## src/rtl/conv2d_pkg.sv

```systemverilog
// Shared definitions for the conv2d tensor datapath blocks.
// Holds the stream-transmitter FSM encoding and the default element width.
// No logic; imported by the blocks that use these types.
package conv2d_pkg;

  // Transmitter FSM encoding: IDLE=0, SEND=1, DONE=2.
  typedef enum logic [1:0] {
    IDLE = 2'd0,
    SEND = 2'd1,
    DONE = 2'd2
  } tx_state_t;

  localparam int DEFAULT_DATA_WIDTH = 32;

endpackage

```

## src/rtl/tensor_stream_tx.sv

```systemverilog
// Purpose: snapshots a flat tensor on start and streams it out one element per beat.
// Latency: first beat 1 cycle after the start edge; done 1 cycle after the last beat.
// Backpressure: valid/ready; beat fields hold while m_ready is low, start ignored while busy.
//
// Ports:
//   clk, rst          rising-edge clock, asynchronous active-high reset
//   start             capture tensor_flat and begin streaming (honoured in IDLE only)
//   tensor_flat       NUM_ELEMS elements, element i at [i*DATA_WIDTH +: DATA_WIDTH]
//   busy              high in SEND and DONE
//   m_valid/m_ready   stream handshake
//   m_data/m_index    current element and its flat index (0 when not sending)
//   m_last            high on the beat carrying index NUM_ELEMS-1
//   done              one-cycle pulse after the last beat is accepted
module tensor_stream_tx
  import conv2d_pkg::*;
#(
  parameter int  DATA_WIDTH = DEFAULT_DATA_WIDTH,
  parameter int  NUM_ELEMS  = 4,
  localparam int IDX_WIDTH  = (NUM_ELEMS > 1) ? $clog2(NUM_ELEMS) : 1
) (
  input  logic                            clk,
  input  logic                            rst,
  input  logic                            start,
  input  logic [NUM_ELEMS*DATA_WIDTH-1:0] tensor_flat,
  output logic                            busy,
  output logic                            m_valid,
  input  logic                            m_ready,
  output logic [DATA_WIDTH-1:0]           m_data,
  output logic [IDX_WIDTH-1:0]            m_index,
  output logic                            m_last,
  output logic                            done
);

  localparam logic [IDX_WIDTH-1:0] LAST_IDX = IDX_WIDTH'(NUM_ELEMS - 1);

  tx_state_t                       state;
  logic [IDX_WIDTH-1:0]            idx;
  logic [IDX_WIDTH-1:0]            next_idx;
  logic [NUM_ELEMS*DATA_WIDTH-1:0] shadow;
  logic [DATA_WIDTH-1:0]           next_data;

  // Only consumed on a non-last transfer, so it never runs past LAST_IDX.
  assign next_idx = idx + IDX_WIDTH'(1);

  // Element mux for the beat that follows the current one. Outputs are
  // registered, so the next element is selected one transfer ahead.
  always_comb begin
    next_data = '0;
    for (int i = 0; i < NUM_ELEMS; i++) begin
      if (next_idx == IDX_WIDTH'(i)) begin
        next_data = shadow[i*DATA_WIDTH +: DATA_WIDTH];
      end
    end
  end

  always_ff @(posedge clk or posedge rst) begin
    if (rst) begin
      state   <= IDLE;
      idx     <= '0;
      shadow  <= '0;
      busy    <= 1'b0;
      m_valid <= 1'b0;
      m_data  <= '0;
      m_index <= '0;
      m_last  <= 1'b0;
      done    <= 1'b0;
    end else begin
      case (state)
        IDLE: begin
          if (start) begin
            shadow  <= tensor_flat;
            idx     <= '0;
            state   <= SEND;
            busy    <= 1'b1;
            m_valid <= 1'b1;
            m_data  <= tensor_flat[DATA_WIDTH-1:0];
            m_index <= '0;
            m_last  <= (NUM_ELEMS == 1);
          end
        end

        // m_valid is held high for the whole of SEND, so m_ready alone
        // qualifies a transfer here.
        SEND: begin
          if (m_ready) begin
            if (m_last) begin
              state   <= DONE;
              m_valid <= 1'b0;
              m_data  <= '0;
              m_index <= '0;
              m_last  <= 1'b0;
              done    <= 1'b1;
            end else begin
              idx     <= next_idx;
              m_data  <= next_data;
              m_index <= next_idx;
              m_last  <= (next_idx == LAST_IDX);
            end
          end
        end

        DONE: begin
          state <= IDLE;
          done  <= 1'b0;
          busy  <= 1'b0;
        end

        default: begin
          state   <= IDLE;
          idx     <= '0;
          busy    <= 1'b0;
          m_valid <= 1'b0;
          m_data  <= '0;
          m_index <= '0;
          m_last  <= 1'b0;
          done    <= 1'b0;
        end
      endcase
    end
  end

endmodule
```

## config.mk

```make
export PLATFORM = sky130hd
export DESIGN_NAME = tensor_stream_tx
export DESIGN_NICKNAME = d
export VERILOG_FILES = /design/src/rtl/conv2d_pkg.sv /design/src/rtl/tensor_stream_tx.sv
export SDC_FILE = /design/constraint.sdc
export NUM_CORES = 1
export LEC_CHECK = 0
export BUFFER_PORTS_ARGS = -buffer_cell sky130_fd_sc_hd__buf_2
export CAP_MARGIN = 20
export CORE_MARGIN = 2
export CORE_UTILIZATION = 45
export CTS_CLUSTER_DIAMETER = 50
export DETAILED_ROUTE_END_ITERATION = 12
export GPL_ROUTABILITY_DRIVEN = 0
export PLACE_DENSITY = 0.67
export REMOVE_ABC_BUFFERS = 1
export SKIP_LAST_GASP = 1
export SLEW_MARGIN = 30
export SYNTH_ARGS = -nofsm -noshare
export SYNTH_HDL_FRONTEND = slang
export SYNTH_SLANG_ARGS = --single-unit
export TNS_END_PERCENT = 100
```

## constraint.sdc

```tcl
create_clock -name clk -period 5 [get_ports clk]
set_clock_uncertainty 0.05 [all_clocks]
set_input_delay 0.25 -clock clk [delete_from_list [all_inputs] [get_ports clk]]
set_output_delay 0.25 -clock clk [all_outputs]
set_load 0.02 [all_outputs]
```

==> flow_metrics.env <==
export IMPL_relSlewSlack=0.399
export IMPL_routed_wl_met3_um=839
export IMPL_synth_edf_count=0
export IMPL_maxCapViolations=0
export IMPL_hold_viol=0
export IMPL_vdd_drop_max_v=0.000343
export IMPL_netlist_area_um2=8440
export IMPL_wl_per_cell_um=18.2
export IMPL_path_max_fanout=43
export IMPL_vias=6324
export IMPL_routed_wl_met2_um=10600
export IMPL_grt_start_max_net_pins=90
export IMPL_cts_sinks=170
export IMPL_drv_slew=0
export IMPL_worst_setup_path_type="reg -> reg"
export IMPL_postCtsSetupRepairBufs=0
export IMPL_drive_above_1_share=0.285
export IMPL_die_h_um=141
export IMPL_synth_seq_cells=170
export IMPL_rows=50
export IMPL_worstSetupStartpointType="flop"
export IMPL_io_pins=170
export IMPL_crit_required_ns=5.32
export IMPL_fin_nets=1049
export IMPL_grt_ovfl_total=0
export IMPL_clk_pin_slew_ns=0.06
export IMPL_worst_slew_pin_slew_ns=0.901
export IMPL_worstSetupEndpointType="flop"
export IMPL_grt_pass1_vias=6289
export IMPL_postSynthAreaPerCell_um2=12.4
export IMPL_cts_tree="built"
export IMPL_routed_top_layer="met4"
export IMPL_area_delta_synth_final_pct=27.7
export IMPL_fp_dieW_um=141
export IMPL_ant_nets=0
export IMPL_powerDensity_nw_per_um2=578
export IMPL_setup_viol=0
export IMPL_route_detailed_drc=0
export IMPL_drt_iter0_drc=420
export IMPL_cts_buffer_depth=2
export IMPL_cp_arrival_ns=3.06
export IMPL_insertion_delay_ns=0.43
export IMPL_cts_htree_levels=4
export IMPL_cts_buffers=17
export IMPL_synth_warnings=0
export IMPL_io_buffers=169
export IMPL_synth_ff_type="dfrtp_1"
export IMPL_wl_met1_um=9370
export IMPL_synth_area_leader_cell="dfrtp_1"
export IMPL_fin_crit_ns=2.74
export IMPL_hp_class="in -> reg"
export IMPL_fmax_ghz=0.365
export IMPL_n_antenna_cell=0
export IMPL_leakage_nw=5.10
export IMPL_hpwl_um=13200
export IMPL_async_flop_share=1.00
export IMPL_clock_root_buffer="clkbuf_16"
export IMPL_synthTopCellsByArea="dfrtp_1 50%, mux2_1 15%, nand3b_1 5.0%"
export IMPL_yosysSeqAreaShare=0.504
export IMPL_status="completed"
export IMPL_setup_tns_ns=0
export IMPL_synth_top_area_frac=0.504
export IMPL_die_area_um2=19900
export IMPL_rsz0062_at_grt="no"
export IMPL_wirelength_um=21100
export IMPL_dr_pass1_iters=5
export IMPL_start_util=0.454
export IMPL_grt_use_total=0.214
export IMPL_core_area_um2=18600
export IMPL_viasPerCell=5.45
export IMPL_antenna_found_initial=0
export IMPL_grt_pass1_wl_um=33500
export IMPL_finalCritPeriodShare=0.547
export IMPL_synthCells=680
export IMPL_synth_distinct_cells=41
export IMPL_hold_ws_ns=0.00225
cells in the final DEF (no fill, tap or decap), types with 6 or more instances in the layout:
cell             n
and3b_1         17
nand2b_1        11
inv_6            9
clkbuf_16       17
nor2b_1         10
dlygate4sd3_1   95
a21oi_1         64
a221o_1         32
a211oi_1         9
a211o_1         24
mux2_2          20
nor2_1           6
inv_1           27
a21o_2          13
dfrtp_1        168
and3b_2          6
nand3b_1        56
a21o_1          11
buf_2          169
buf_4            7
mux2_1         109
nand4b_1        11
what timing repair did:
item,CTS,global route
gates resized for setup,0,0
hold buffers,94,1
hold endpoints to repair,180,1
cell usage after synthesis, drive strengths merged, types with 2 or more instances:
library cell / n
a211o: 24
a211oi: 9
a21o: 24
a21oi: 64
a221o: 32
and3b: 23
buf: 47
clkbuf: 11
dfrtp: 170
dlymetal6s2s: 2
ha: 4
inv: 28
mux2: 129
nand2: 2
nand2b: 11
nand3b: 56
nand4b: 11
nor2: 9
nor2b: 10
nor3b: 2
o21ai: 2
o22ai: 2
state kept, by name, indices dropped and copies added, names as in the netlist:
name     flops
state        2
idx          2
m_last       1
m_valid      1
busy         1
m_index      2
done         1
m_data      32
shadow     128
critical path: stages (launching register included):
cell	delay [ns]
dfrtp_2	0.72
nand4bb_2	0.98
nor2_2	0.68
a221o_1	0.23
metrics by stage:
stage / power, mW / cell area, µm² / setup slack, ns / util / cells
after floorplan: 4.21 / 8010 / -2.62 / - / 620
after detailed placement: 4.95 / 9270 / 2.31 / 0.499 / 1033
after CTS: 6.26 / 10800 / 2.31 / 0.579 / 1159
after global placement: 4.86 / 9240 / 2.37 / 0.498 / 1031
after global routing: 6.62 / 10800 / 2.14 / 0.580 / 1160
final: 6.23 / 10800 / 2.26 / 0.580 / 1160
cell families (layout without fill, tap and decap cells):
kind of cell / Yosys count / in the layout / share of synthesized area
DFF: 170 / 170 / 0.504
adders and majority gates: 4 / 4 / 0.00593
buffers and inverters: 88 / 334 / 0.0636
muxes: 130 / 130 / 0.174
and+or+nand+nor: 127 / 127 / 0.114
AOI/OAI and AO/OA: 161 / 161 / 0.139
power by group:
group          leakage [nW]  internal (mW)  switching [mW]  total (mW)
Clock                 0.268          0.652           0.593        1.24
Combinational          2.78           1.26            1.24        2.50
Sequential             2.05           2.06           0.430        2.49
metal layers:
metal | GRT usage | vias to the layer above
met5 | 0 | -
met4 | 0.0658 | 0
met3 | 0.0394 | 22
met2 | 0.361 | 151
met1 | 0.283 | 3191
li1 | - | 2960
worst paths after layout:
kind | start | to | slack, ns | cells after the start
worst min register to register | shadow[58]$_DFFE_PP0P_ | shadow[58]$_DFFE_PP0P_ | 0.43 | 1
max in group asynchronous | rst | m_data[0]$_DFFE_PP0P_ | 3.21 | 4
worst max-delay path | state[1]$_DFFE_PP0P_ | m_data[12]$_DFFE_PP0P_ | 2.26 | 3
min in group asynchronous | rst | shadow[95]$_DFFE_PP0P_ | 0.45 | 3
worst min-delay path | tensor_flat[100] | shadow[100]$_DFFE_PP0P_ | 0.002 | 2
worst max register to register | state[1]$_DFFE_PP0P_ | m_data[12]$_DFFE_PP0P_ | 2.26 | 3
layout make-up:
cell class,count,area [µm²]
Fill cell,1553,7800
Sequential cell,170,4260
Multi-Input combinational cell,422,3670
Timing Repair Buffer,274,1890
Clock buffer,17,425
Tap cell,234,293
Clock inverter,15,128
Inverter,28,110
(Power assumes the default switching activity.)
